[src/rtl/cpu_types_pkg.sv]
// cpu_types_pkg
//   Shared CPU-side types used by the memory arbiter and its neighbours.
//   word_t     : 32-bit machine word (addresses and data).
//   ramstate_t : status reported by the single-port RAM each cycle.
package cpu_types_pkg;

    typedef logic [31:0] word_t;

    typedef enum logic [1:0] {
        FREE   = 2'd0,
        BUSY   = 2'd1,
        ACCESS = 2'd2,
        ERROR  = 2'd3
    } ramstate_t;

endpackage

[src/rtl/mem_arbiter.sv]
// mem_arbiter
//   Serialises icache and dcache word transactions onto one single-port RAM.
//   The dcache normally wins. A starvation guard forces an icache grant after
//   STARVE_LIMIT consecutive dcache grants taken while the icache was waiting.
//   Every completed transaction returns to IDLE for one cycle before the next
//   grant. RAM ERROR responses are retried and counted in a saturating counter.
//
// Parameters
//   STARVE_LIMIT : dcache grants tolerated while the icache waits (>= 1)
// Ports
//   CLK, nRST            : clock (rising edge), async active-low reset
//   iREN, iaddr          : icache read request and word address
//   iwait, iload         : icache wait (1 = not complete) and read data
//   dREN, dWEN           : dcache read / write requests
//   daddr, dstore        : dcache word address and write data
//   dwait, dload         : dcache wait (1 = not complete) and read data
//   ramREN, ramWEN       : RAM read / write enables
//   ramaddr, ramstore    : RAM address and write data
//   ramload, ramstate    : RAM read data and status
//   errcnt               : saturating count of ERROR cycles while granted
module mem_arbiter
    import cpu_types_pkg::*;
#(
    parameter int STARVE_LIMIT = 4
) (
    input  logic       CLK,
    input  logic       nRST,
    input  logic       iREN,
    input  word_t      iaddr,
    output logic       iwait,
    output word_t      iload,
    input  logic       dREN,
    input  logic       dWEN,
    input  word_t      daddr,
    input  word_t      dstore,
    output logic       dwait,
    output word_t      dload,
    output logic       ramREN,
    output logic       ramWEN,
    output word_t      ramaddr,
    output word_t      ramstore,
    input  word_t      ramload,
    input  ramstate_t  ramstate,
    output logic [7:0] errcnt
);

    localparam int STREAK_W = (STARVE_LIMIT < 1) ? 1 : $clog2(STARVE_LIMIT + 1);
    localparam logic [STREAK_W-1:0] STREAK_MAX = STREAK_W'(STARVE_LIMIT);

    typedef enum logic [1:0] {
        IDLE   = 2'd0,
        DGRANT = 2'd1,
        IGRANT = 2'd2
    } arb_state_t;

    arb_state_t          state;
    arb_state_t          next_state;
    logic [STREAK_W-1:0] streak;
    logic                dreq;
    logic                ireq;
    logic                granted;

    assign dreq    = dREN | dWEN;
    assign ireq    = iREN;
    assign granted = (state != IDLE);

    // Read data is broadcast to both caches; each only trusts it when its
    // own wait is low.
    assign iload = ramload;
    assign dload = ramload;

    always_ff @(posedge CLK or negedge nRST) begin
        if (!nRST) begin
            state <= IDLE;
        end else begin
            state <= next_state;
        end
    end

    // A dropped request abandons the grant even if ACCESS arrives in the
    // same cycle, so the cache that walked away never sees wait go low.
    always_comb begin
        next_state = state;
        case (state)
            IDLE: begin
                if (ireq && (streak == STREAK_MAX)) begin
                    next_state = IGRANT;
                end else if (dreq) begin
                    next_state = DGRANT;
                end else if (ireq) begin
                    next_state = IGRANT;
                end
            end
            DGRANT: begin
                if (!dreq || (ramstate == ACCESS)) begin
                    next_state = IDLE;
                end
            end
            IGRANT: begin
                if (!ireq || (ramstate == ACCESS)) begin
                    next_state = IDLE;
                end
            end
            default: next_state = IDLE;
        endcase
    end

    always_comb begin
        ramREN   = 1'b0;
        ramWEN   = 1'b0;
        ramaddr  = '0;
        ramstore = '0;
        iwait    = 1'b1;
        dwait    = 1'b1;
        case (state)
            DGRANT: begin
                ramaddr  = daddr;
                ramstore = dstore;
                if (dWEN) begin
                    ramWEN = 1'b1;
                end else begin
                    ramREN = 1'b1;
                end
                if (dreq && (ramstate == ACCESS)) begin
                    dwait = 1'b0;
                end
            end
            IGRANT: begin
                ramREN = 1'b1;
                ramaddr = iaddr;
                if (ireq && (ramstate == ACCESS)) begin
                    iwait = 1'b0;
                end
            end
            default: ;
        endcase
    end

    // streak counts dcache wins that happened while the icache was already
    // asking; any icache grant wipes it.
    always_ff @(posedge CLK or negedge nRST) begin
        if (!nRST) begin
            streak <= '0;
        end else if (state == IDLE) begin
            if (next_state == IGRANT) begin
                streak <= '0;
            end else if ((next_state == DGRANT) && ireq && (streak != STREAK_MAX)) begin
                streak <= streak + 1'b1;
            end
        end
    end

    always_ff @(posedge CLK or negedge nRST) begin
        if (!nRST) begin
            errcnt <= '0;
        end else if (granted && (ramstate == ERROR) && (errcnt != 8'hFF)) begin
            errcnt <= errcnt + 8'd1;
        end
    end

endmodule
[config.mk]
export PLATFORM = sky130hd
export DESIGN_NAME = mem_arbiter
export DESIGN_NICKNAME = d
export VERILOG_FILES = /design/src/rtl/cpu_types_pkg.sv /design/src/rtl/mem_arbiter.sv
export SDC_FILE = /design/constraint.sdc
export NUM_CORES = 1
export LEC_CHECK = 0
export CAP_MARGIN = 20
export CELL_PAD_IN_SITES_DETAIL_PLACEMENT = 1
export CELL_PAD_IN_SITES_GLOBAL_PLACEMENT = 2
export CORE_MARGIN = 2
export CORE_UTILIZATION = 10
export CTS_CLUSTER_DIAMETER = 200
export CTS_CLUSTER_SIZE = 25
export DETAILED_ROUTE_END_ITERATION = 12
export PLACE_DENSITY_LB_ADDON = 0.1
export SYNTH_ARGS = -nofsm -noshare
export SYNTH_HDL_FRONTEND = slang
export SYNTH_SLANG_ARGS = --single-unit
export TNS_END_PERCENT = 30
[constraint.sdc]
create_clock -name CLK -period 2.6 [get_ports CLK]
set_input_delay 0.52 -clock CLK [delete_from_list [all_inputs] [get_ports CLK]]
set_output_delay 0.52 -clock CLK [all_outputs]
set_load 0.005 [all_outputs]
==> flow_summary.toml <==
[outcome]
status = "finished clean"

[sta]
finalSetupViolCount = 0
holdWs_ns = 0.510
fmax_ghz = 0.406
worst-slew-pin-transition_ns = 0.646
fin_tns_setup_ns = 0
hold_viol = 0
finClkSkew_ns = 0.000679
max-slew-margin-rel = 0.568
timing.final.crit_period_ns = 2.46
number_of_max_slew_violations_in_the_final_report = 0
share_of_the_cycle_needed_by_the_critical_path_after_routing = 0.948
rsz0062_at_grt = "no"

[drt]
ant_nets = 0
firstDrtPassIters = 4
drt_first_iter_violations = 60
routed-via-count = 2144
drt_wl_total_um = 9860
post_drt_wl_per_cell_um = 15.5
routed_via_density = 3.38
route.detailed.drc = 0

[synth]
syn_area_um2 = 1990
post-synth-top-count-cell = "sky130_fd_sc_hd__buf_4"
synth_simple_gate_area_frac = 0.288
compound_cell_area_share_of_the_yosys_netlist = 0.181
yosys-mux-area-fraction = 0.0107
ys_seq_elements = 13
yosysSeqAreaShare = 0.163
synthTopCellsByCount = "sky130_fd_sc_hd__buf_4 (64), sky130_fd_sc_hd__and2_1 (34), sky130_fd_sc_hd__nor2b_1 (34)"
netlist_instances = 254
yosys.area_share.xor_xnor = 0.0307
synth_top_family_by_area = "simple AND/OR/NAND/NOR gates"
synth_edf_count = 0
synth_fa_ha_area_frac = 0.0439
synth_top_cells_by_area = "sky130_fd_sc_hd__buf_4 (24%), sky130_fd_sc_hd__dfrtp_1 (16%), sky130_fd_sc_hd__a22oi_1 (12%)"
synth.avg_cell_area_um2 = 7.85
yosys.area.top_type_share = 0.241
synth_largest_area_cell = "sky130_fd_sc_hd__buf_4"
synth.net_count = 396
synthArstFlopShare = 1.00
synth_warnings = 0
synth_cell_type_count = 36
synth_flop_cell = "sky130_fd_sc_hd__dfrtp_1"

[worst_setup_path]
worstPathArrival_ns = 1.94
worst_path_max_delay_cell = "sky130_fd_sc_hd__clkdlybuf4s50_1"
crit_path_start_kind = "register"
critPathTopFamily = "buffers and inverters"
critPathRequiredTime_ns = 2.08
critical_path.cell_chain = "inv_2 -> ha_4 -> buf_12 -> a22oi_1 -> nor2b_1 -> clkdlybuf4s50_1"
crit_type = "reg2out"
critPathCaptureType = "primary output"
path_max_fanout = 17
cpPeakStageDelay_ns = 0.55
worstPathBufferInverterCount = 3

[cts]
clkLatencyLatePin_ns = 0.24
ctsHtreeMaxLevel = 1
tritoncts.num_buffers = 3
clk_pin_slew_worst_paths_ns = 0.04
tritoncts_num_sinks = 13
cts-root-to-sink-buffers = 2
cts_root_buf = "sky130_fd_sc_hd__clkbuf_16"
cts-hold-fix-buffers = 0
cts_tree = "built"

[power]
irDropWorstVdd_v = 0.000290
p_total_mw = 2.96
static_leakage_nw = 1.38
p_per_area_nw_per_um2 = 766

[placed_design]
port_buf_inserts = 178
gpl.final_weighted_congestion = 0.676
place_inst = 626
dp_hpwl_um = 7690

[global_route]
maximum_number_of_pins_on_one_net_before_global_route_repair = 50
antenna_found_initial = 0
groute.usage.overall = 0.0833
overflow = 0
grt_first_pass_wirelength_um = 14000
number_of_global_route_vias_before_repair = 2211

[finish]
layout-drive-gt1-share = 0.0732
layout.nets = 512
insertedDiodeCount = 0
synthToLayoutAreaGrowth_pct = 94.1
layout.cells.non_filler = 634

[die]
die_h_um = 145
fp.coreArea_um2 = 19500
die-area_um2 = 21100
rows = 51
die_width_um = 145
floorplan.initialDensity = 0.102
num_io_pins = 275

[worst_hold_path]
hold_path_class = "reg2reg"

[flow_run]
drv.max_cap_violation_count = 0
## where the power goes
| group | leakage [nW] | internal [mW] | switching (mW) | total [mW] |
|---|---|---|---|---|
| clock | 0.0382 | 0.206 | 0.0789 | 0.285 |
| combinational | 1.18 | 1.41 | 0.913 | 2.32 |
| sequential | 0.162 | 0.272 | 0.0829 | 0.355 |
## through the flow
stage | util | worst slack (ns) | area [µm²]
after global placement | 0.187 | 0.159 | 3660
after detailed placement | 0.187 | 0.149 | 3660
after floorplan | - | 0.611 | 1990
final | 0.198 | 0.136 | 3870
after CTS | 0.191 | 0.0331 | 3740
after global routing | 0.198 | 0.0323 | 3870
## final timing paths
| path | to | slack, ns | depth (start not counted) | start |
|---|---|---|---|---|
| setup / recovery | ramaddr[4] | 0.14 | 6 | state[0]$_DFF_PN0_ |
| hold / removal | errcnt[7]$_DFFE_PN0P_ | 0.51 | 1 | errcnt[7]$_DFFE_PN0P_ |
| setup reg to reg | streak[1]$_DFFE_PN0P_ | 0.41 | 8 | state[0]$_DFF_PN0_ |
| hold reg to reg | errcnt[7]$_DFFE_PN0P_ | 0.51 | 1 | errcnt[7]$_DFFE_PN0P_ |
| max in group asynchronous | state[1]$_DFF_PN0_ | 1.46 | 1 | nRST |
| min in group asynchronous | errcnt[5]$_DFFE_PN0P_ | 0.69 | 1 | nRST |
## cell families (layout without fill, tap and decap cells)
kind of cell	after synthesis	count (layout)
flops	13	13
compound gates	46	46
mux	2	2
fa+ha+maj	7	7
buf+inv	84	199
simple gates	95	95
xor+xnor	7	7
## cells in the final DEF, fill, tap and decap left out, drive strengths merged
master,count
a311oi,1
a21o,2
clkbuf,7
xnor2,4
a31o,1
nand2b,2
o2bb2ai,1
a21oi,2
nand3,3
nand4,1
and3,2
or3b,1
and4,2
o21ai,1
a2bb2oi,1
a31oi,1
and2,35
and4bb,1
o21a,2
buf,8
o211ai,1
nor2,4
a32o,1
ha,7
a22oi,32
nand2,8
inv,6
nor3,2
dfrtp,13
xor2,3
mux2,1
mux2i,1
clkdlybuf4s50,178
nor2b,34
## area by class of cell
class,count,area [µm²]
clock buffers,4,78.8
fillers,2289,15700
inverters,6,22.5
multi-input cells,157,1140
flip-flops and latches,13,328
well taps,265,332
repair buffers,189,1970
## flip-flops by register name, indices dropped and copies added (netlist names)
| signal | count |
|---|---|
| errcnt | 8 |
| state | 2 |
| streak | 3 |
## repair_timing
action                     4_1_cts  5_1_grt
resized for setup                0        9
buffers inserted                 0        1
setup endpoints to repair        0       27
## per-layer routing
layer | global-route usage | wire length, µm | share of wire
met1 | 0.0968 | 4070 | 0.41
met5 | 0 | 0 | 0
met2 | 0.159 | 5130 | 0.52
met3 | 0.0186 | 601 | 0.061
met4 | 0.0108 | 47 | 0.0048
(Power assumes the default switching activity.)
